File: config.mk
export PLATFORM = sky130hd
export DESIGN_NAME = cpu7_csr_byp_pipe
export DESIGN_NICKNAME = d
export VERILOG_FILES = /design/src/rtl/cpu7_csr_byp_stage.sv /design/src/rtl/cpu7_csr_byp_pipe.sv
export SDC_FILE = /design/constraint.sdc
export NUM_CORES = 1
export LEC_CHECK = 0
export ABC_AREA = 1
export CORE_UTILIZATION = 40
export CTS_BUF_LIST = sky130_fd_sc_hd__clkbuf_8
export DETAILED_ROUTE_END_ITERATION = 12
export MAX_ROUTING_LAYER = met4
export PLACE_DENSITY_LB_ADDON = 0.25
export SYNTH_ARGS = -nofsm -noshare
export SYNTH_HDL_FRONTEND = slang
export SYNTH_SLANG_ARGS = --single-unit
File: constraint.sdc
create_clock -name clk -period 2.2 [get_ports clk]
set_input_delay 0.22 -clock clk [delete_from_list [all_inputs] [get_ports clk]]
set_output_delay 0.22 -clock clk [all_outputs]
set_load 0.03 [all_outputs]
File: src/rtl/cpu7_csr_byp_stage.sv
// One tracked pipeline stage of the CSR bypass: valid, address and (optionally) write data.
// Stages at or before the data-producing stage carry no data register.
module cpu7_csr_byp_stage #(
   parameter int AW       = 12,
   parameter int DW       = 32,
   parameter bit HAS_DATA = 1'b1
) (
   input  logic          clk,
   input  logic          resetn,
   input  logic          adv_i,
   input  logic          kill_i,
   input  logic          vld_i,
   input  logic [AW-1:0] addr_i,
   input  logic [DW-1:0] data_i,
   output logic          vld_o,
   output logic [AW-1:0] addr_o,
   output logic [DW-1:0] data_o
);
   logic          vld_q;
   logic [AW-1:0] addr_q;

   // kill wins over advance so a flushed entry never survives the edge
   always_ff @(posedge clk or negedge resetn) begin
      if (!resetn) begin
         vld_q  <= 1'b0;
         addr_q <= '0;
      end else begin
         if (kill_i)     vld_q <= 1'b0;
         else if (adv_i) vld_q <= vld_i;
         if (adv_i)      addr_q <= addr_i;
      end
   end

   generate
      if (HAS_DATA) begin : g_data
         logic [DW-1:0] data_q;
         always_ff @(posedge clk or negedge resetn) begin
            if (!resetn)    data_q <= '0;
            else if (adv_i) data_q <= data_i;
         end
         assign data_o = data_q;
      end else begin : g_nodata
         logic unused_data;
         assign unused_data = ^data_i;
         assign data_o      = '0;
      end
   endgenerate

   assign vld_o  = vld_q;
   assign addr_o = addr_q;
endmodule

File: src/rtl/cpu7_csr_byp_pipe.sv
// CSR read-after-write bypass: tracks in-flight CSR writes from issue to commit, forwards the
// youngest matching value to a decode-stage read, stalls when that data is not produced yet.
`ifndef LCSR_BIT
`define LCSR_BIT 12
`endif

module cpu7_csr_byp_pipe #(
   parameter int CSR_AW   = `LCSR_BIT,
   parameter int DW       = 32,
   parameter int NSTAGE   = 3,
   parameter int DATA_STG = 1,
   parameter int CNT_W    = 16
) (
   input  logic              clk,
   input  logic              resetn,
   input  logic              pipe_adv,
   input  logic              flush,
   input  logic              issue_d,
   input  logic              csr_ren_d,
   input  logic [CSR_AW-1:0] csr_raddr_d,
   input  logic              csr_wen_d,
   input  logic [CSR_AW-1:0] csr_waddr_d,
   input  logic [DW-1:0]     csr_wdata_in,
   input  logic              csr_wdata_vld,
   input  logic [DW-1:0]     csr_rdata_rf,
   output logic [DW-1:0]     csr_rdata_d,
   output logic              csr_byp_hit,
   output logic              csr_byp_stall,
   output logic              csr_rf_we,
   output logic [CSR_AW-1:0] csr_rf_waddr,
   output logic [DW-1:0]     csr_rf_wdata,
   output logic [CNT_W-1:0]  csr_stall_cnt
);
   logic [NSTAGE-1:0]             vld_q, vld_in, m, sel;
   logic [NSTAGE-1:0][CSR_AW-1:0] addr_q, addr_in;
   logic [NSTAGE-1:0][DW-1:0]     data_q, data_in;
   logic [CNT_W-1:0]              stall_cnt_q, stall_cnt_d;

   genvar g;
   generate
      for (g = 0; g < NSTAGE; g++) begin : g_stg
         localparam bit KILLABLE = (g < NSTAGE - 1);
         // a stalled decode enters stage 0 as a bubble
         if (g == 0) begin : g_head
            assign vld_in[g]  = issue_d & csr_wen_d & ~csr_byp_stall;
            assign addr_in[g] = csr_waddr_d;
         end else begin : g_body
            assign vld_in[g]  = vld_q[g-1] & ~flush;
            assign addr_in[g] = addr_q[g-1];
         end
         if (g == DATA_STG + 1) begin : g_dcap
            assign data_in[g] = csr_wdata_in;
         end else if (g > DATA_STG + 1) begin : g_dmov
            assign data_in[g] = data_q[g-1];
         end else begin : g_dnone
            assign data_in[g] = '0;
         end

         cpu7_csr_byp_stage #(
            .AW      (CSR_AW),
            .DW      (DW),
            .HAS_DATA(g > DATA_STG)
         ) u_stg (
            .clk   (clk),
            .resetn(resetn),
            .adv_i (pipe_adv),
            .kill_i(flush & KILLABLE),
            .vld_i (vld_in[g]),
            .addr_i(addr_in[g]),
            .data_i(data_in[g]),
            .vld_o (vld_q[g]),
            .addr_o(addr_q[g]),
            .data_o(data_q[g])
         );

         assign m[g] = vld_q[g] & (addr_q[g] == csr_raddr_d) & csr_ren_d;
         // lowest index is the youngest write
         if (g == 0) begin : g_pe0
            assign sel[g] = m[g];
         end else begin : g_pen
            assign sel[g] = m[g] & ~(|m[g-1:0]);
         end
      end
   endgenerate

   always_comb begin
      csr_rdata_d   = csr_rdata_rf;
      csr_byp_hit   = 1'b0;
      csr_byp_stall = 1'b0;
      for (int i = 0; i < NSTAGE; i++) begin
         if (sel[i]) begin
            if (i < DATA_STG) begin
               csr_byp_stall = 1'b1;
            end else if (i == DATA_STG) begin
               csr_byp_hit   = csr_wdata_vld;
               csr_byp_stall = ~csr_wdata_vld;
               if (csr_wdata_vld) csr_rdata_d = csr_wdata_in;
            end else begin
               csr_byp_hit = 1'b1;
               csr_rdata_d = data_q[i];
            end
         end
      end
   end

   // the file is written only at the edge, so a commit-stage match still forwards above
   assign csr_rf_we    = vld_q[NSTAGE-1] & pipe_adv;
   assign csr_rf_waddr = addr_q[NSTAGE-1];
   assign csr_rf_wdata = data_q[NSTAGE-1];

   assign stall_cnt_d = (csr_byp_stall && (stall_cnt_q != {CNT_W{1'b1}})) ?
                        stall_cnt_q + CNT_W'(1) : stall_cnt_q;

   always_ff @(posedge clk or negedge resetn) begin
      if (!resetn) stall_cnt_q <= '0;
      else         stall_cnt_q <= stall_cnt_d;
   end

   assign csr_stall_cnt = stall_cnt_q;
endmodule

==> qor.tcl <==
set qor(outcome) {finished, violations left}
set qor(violations) {setup timing}
set qor(timing.setup.critical_path_class) {reg2out}
set qor(maxCapViolations) 0
set qor(initial_core_util_pct) 41.1
set qor(r2r_slack_ps) 130
set qor(final_nets) 1182
set qor(grt_max_degree) 73
set qor(most-common-layout-cells) {sky130_fd_sc_hd__nand2_1, sky130_fd_sc_hd__clkdlybuf4s50_1, sky130_fd_sc_hd__inv_1, sky130_fd_sc_hd__dfrtp_1, sky130_fd_sc_hd__nand2_2}
set qor(met1_usage_pct) 33.2
set qor(cts_buffers) 9
set qor(clkLatencyLatePin_ps) 370
set qor(worstPathRequired_ps) 1980
set qor(critical_path.startpoint_type) {flop}
set qor(worstPathArrival_ps) 2240
set qor(area_growth_syn_to_layout_pct) 58.8
set qor(avgRoutedWirePerCell_um) 14.6
set qor(worst_slack_ps) -258
set qor(use_met3_pct) 4.18
set qor(critical_path_peak_fanout) 5
set qor(post_synth_num_cell_types) 41
set qor(clock_tree.buffer_depth) 2
set qor(clock-root-buffer) {sky130_fd_sc_hd__clkbuf_8}
set qor(rows) 43
set qor(layout_commonest_cell) {sky130_fd_sc_hd__nand2_1}
set qor(ir_drop_mv) 0.484
set qor(syn-mean-instance-area_um2) 6.89
set qor(setup_repair_after_global_routing_missed_its_margin) {true}
set qor(syn-cell-area_um2) 5700
set qor(detail_route.iter0.violations) 381
set qor(first_global_vias) 5866
set qor(via_count) 6209
set qor(max_slew.worst_pin.slew_ps) 579
set qor(die_x_um) 121
set qor(clock_sinks) 87
set qor(final_design_area_no_fill_um2) 9050
set qor(finalSetupTns_ps) -7300
set qor(grtUsageMet2_pct) 40.3
set qor(p_leak_uw) 0.00447
set qor(hold_path.class) {in2async}
set qor(synth-warning-count) 0
set qor(route.antenna.remaining_nets) 0
set qor(cts_tree) {yes}
set qor(drcViolationCount) 0
set qor(timing.fmax_mhz) 407
set qor(gr-usage-all-layers_pct) 25.9
set qor(fin_skew_ps) 5.45
set qor(routed_wl_um) 18600
set qor(place_ws_ps) -304
set qor(period_needed_ps) 2460
set qor(layout-drive-gt1-share_pct) 27.7
set qor(num_io_pins) 191
set qor(power_density_nw_per_um2) 480
set qor(die_h_um) 121
set qor(final.hold.worst_slack_ps) 317
set qor(core_area_um2) 13900
set qor(final-hold-violation-count) 0
set qor(antenna_cells) 0
set qor(layout_worst_path_cycle_share_pct) 112
set qor(postSynthNetCount) 924
set qor(synthesis.instances) 827
set qor(globalRouteOverflowTotal) 0
set qor(gp_congestion) 0.965
set qor(endpoint_kind) {primary output}
set qor(final.fill_count) 1205
set qor(maxSlewViolCount) 0
set qor(setup_viol_count_final) 32
set qor(numPortBuffers) 190
set qor(hpwlAfterDp_um) 13400
set qor(ys_seq_elements) 87
set qor(clkTransAtPathRegs_ps) 80
set qor(grt_most_used_layer) {met2}
set qor(detail_route.vias_per_cell) 4.89
set qor(design.die.area_um2) 14700
set qor(synth_seq_area_share_pct) 38.2
set qor(ctsHtreeMaxLevel) 3
set qor(worst_slew_margin_relative_to_its_limit_pct) 61.4
set qor(firstDrtPassIters) 5
set qor(grt_antenna_before_repair) 0
set qor(grt_first_pass_wirelength_um) 28700
set qor(detailed_place.area_um2) 8060
-- critical path: stages, from the launching register on --
cell and delay [ps]:
sky130_fd_sc_hd__dfrtp_1 420, sky130_fd_sc_hd__inv_2 60, sky130_fd_sc_hd__nand2_2 70, sky130_fd_sc_hd__o21ai_2 50, sky130_fd_sc_hd__nor2_1 100, sky130_fd_sc_hd__nand2_1 90, sky130_fd_sc_hd__nor2_2 130, sky130_fd_sc_hd__and2_4 230
sky130_fd_sc_hd__buf_12 160, sky130_fd_sc_hd__nand3_4 90, sky130_fd_sc_hd__buf_6 150, sky130_fd_sc_hd__nand2_2 60, sky130_fd_sc_hd__nand3_2 70, sky130_fd_sc_hd__nand2_2 70, sky130_fd_sc_hd__buf_6 120
-- flip-flops by register name (all words and copies together), names as in the netlist --
| register | flops |
|---|---|
| csr_stall_cnt | 16 |
| g_stg.u_stg.vld_o | 3 |
| g_stg.u_stg.addr_o | 36 |
| g_stg.u_stg.data_o | 32 |
-- worst paths after layout --
kind                                               start                       end  depth (start not counted)
min in group clk                          csr_waddr_d[6]  g_stg[0].u_stg.addr_o[6]                          3
worst min register to register  g_stg[1].u_stg.addr_o[2]  g_stg[2].u_stg.addr_o[2]                          2
worst min-delay path                              resetn  g_stg[0].u_stg.addr_o[2]                          2
worst max-delay path            g_stg[1].u_stg.addr_o[5]            csr_rdata_d[5]                         14
max in group asynchronous                         resetn          csr_stall_cnt[4]                          3
worst max register to register  g_stg[1].u_stg.addr_o[5]          csr_stall_cnt[7]                         15
-- layer usage --
metal	part of all wire (%)	vias up	routed length (µm)
met5	0	-	0
met4	2.3	0	420
met3	5.8	29	1080
met2	47	214	8740
met1	45	2853	8310
li1	-	3113	-
-- cell type report --
type	count	area, µm²	share of cell area (%)
inverter	133	514	5.68
clock inverter	4	46.3	0.511
tap	180	225	2.49
timing repair buffer	282	2830	31.3
clock buffer	11	151	1.67
sequential	87	2180	24.1
multi-input combinational	572	3100	34.3
-- through the flow --
stage / util, % / total power, µW / instances
2_1_floorplan: - / 2460 / 827
3_3_place_gp: 58.0 / 3110 / 1230
3_5_place_dp: 58.0 / 3110 / 1230
4_1_cts: 62.4 / 4330 / 1263
5_1_grt: 65.2 / 4580 / 1269
6_report: 65.2 / 4340 / 1269
-- repair_timing --
item | 4_1_cts | 5_1_grt
hold buffers | 1 | 0
hold endpoints to repair | 27 | 0
pin swaps | 14 | 46
endpoints found under the setup margin | 34 | 36
cloned | 3 | 1
resized for setup | 65 | 95
setup buffers | 14 | 8
-- power by group --
group | switching (µW) | leakage [µW] | total, µW | internal (µW)
Clock | 576 | 0.000103 | 1150 | 575
Combinational | 724 | 0.00327 | 1340 | 613
Sequential | 127 | 0.00110 | 1850 | 1730
Total | 1430 | 0.00447 | 4340 | 2910
-- cells by family (layout without fill, tap and decap cells) --
group | count (synthesis) | in the layout | share of synthesized area (%)
flip-flops | 87 | 87 | 38.2
adder cells (fa/ha/maj) | 1 | 1 | 0.219
buffers and inverters | 169 | 430 | 13.7
AND/OR/NAND/NOR | 467 | 468 | 38.0
XOR/XNOR | 7 | 7 | 1.08
AO/OA/AOI/OAI | 96 | 96 | 8.82
-- synthesized netlist by cell type, drive strengths merged --
library cell  instances  area (µm²)
and2                  1        8.76
o22ai                 3        18.8
ha                    1        12.5
nand4                42         269
nor3b                 4        30.0
clkbuf               17        63.8
inv                 133         509
nor4                  1        12.5
xor2                  2        17.5
nand2               299        1230
nand3b                3        22.5
a21oi                 7        50.1
buf                  19         209
o21ai                86         434
dfrtp                87        2180
or2                   1        6.26
nor2                 51         228
nand3                56         298
nor3                  9        61.3
xnor2                 5        43.8
(Power assumes the default switching activity.)
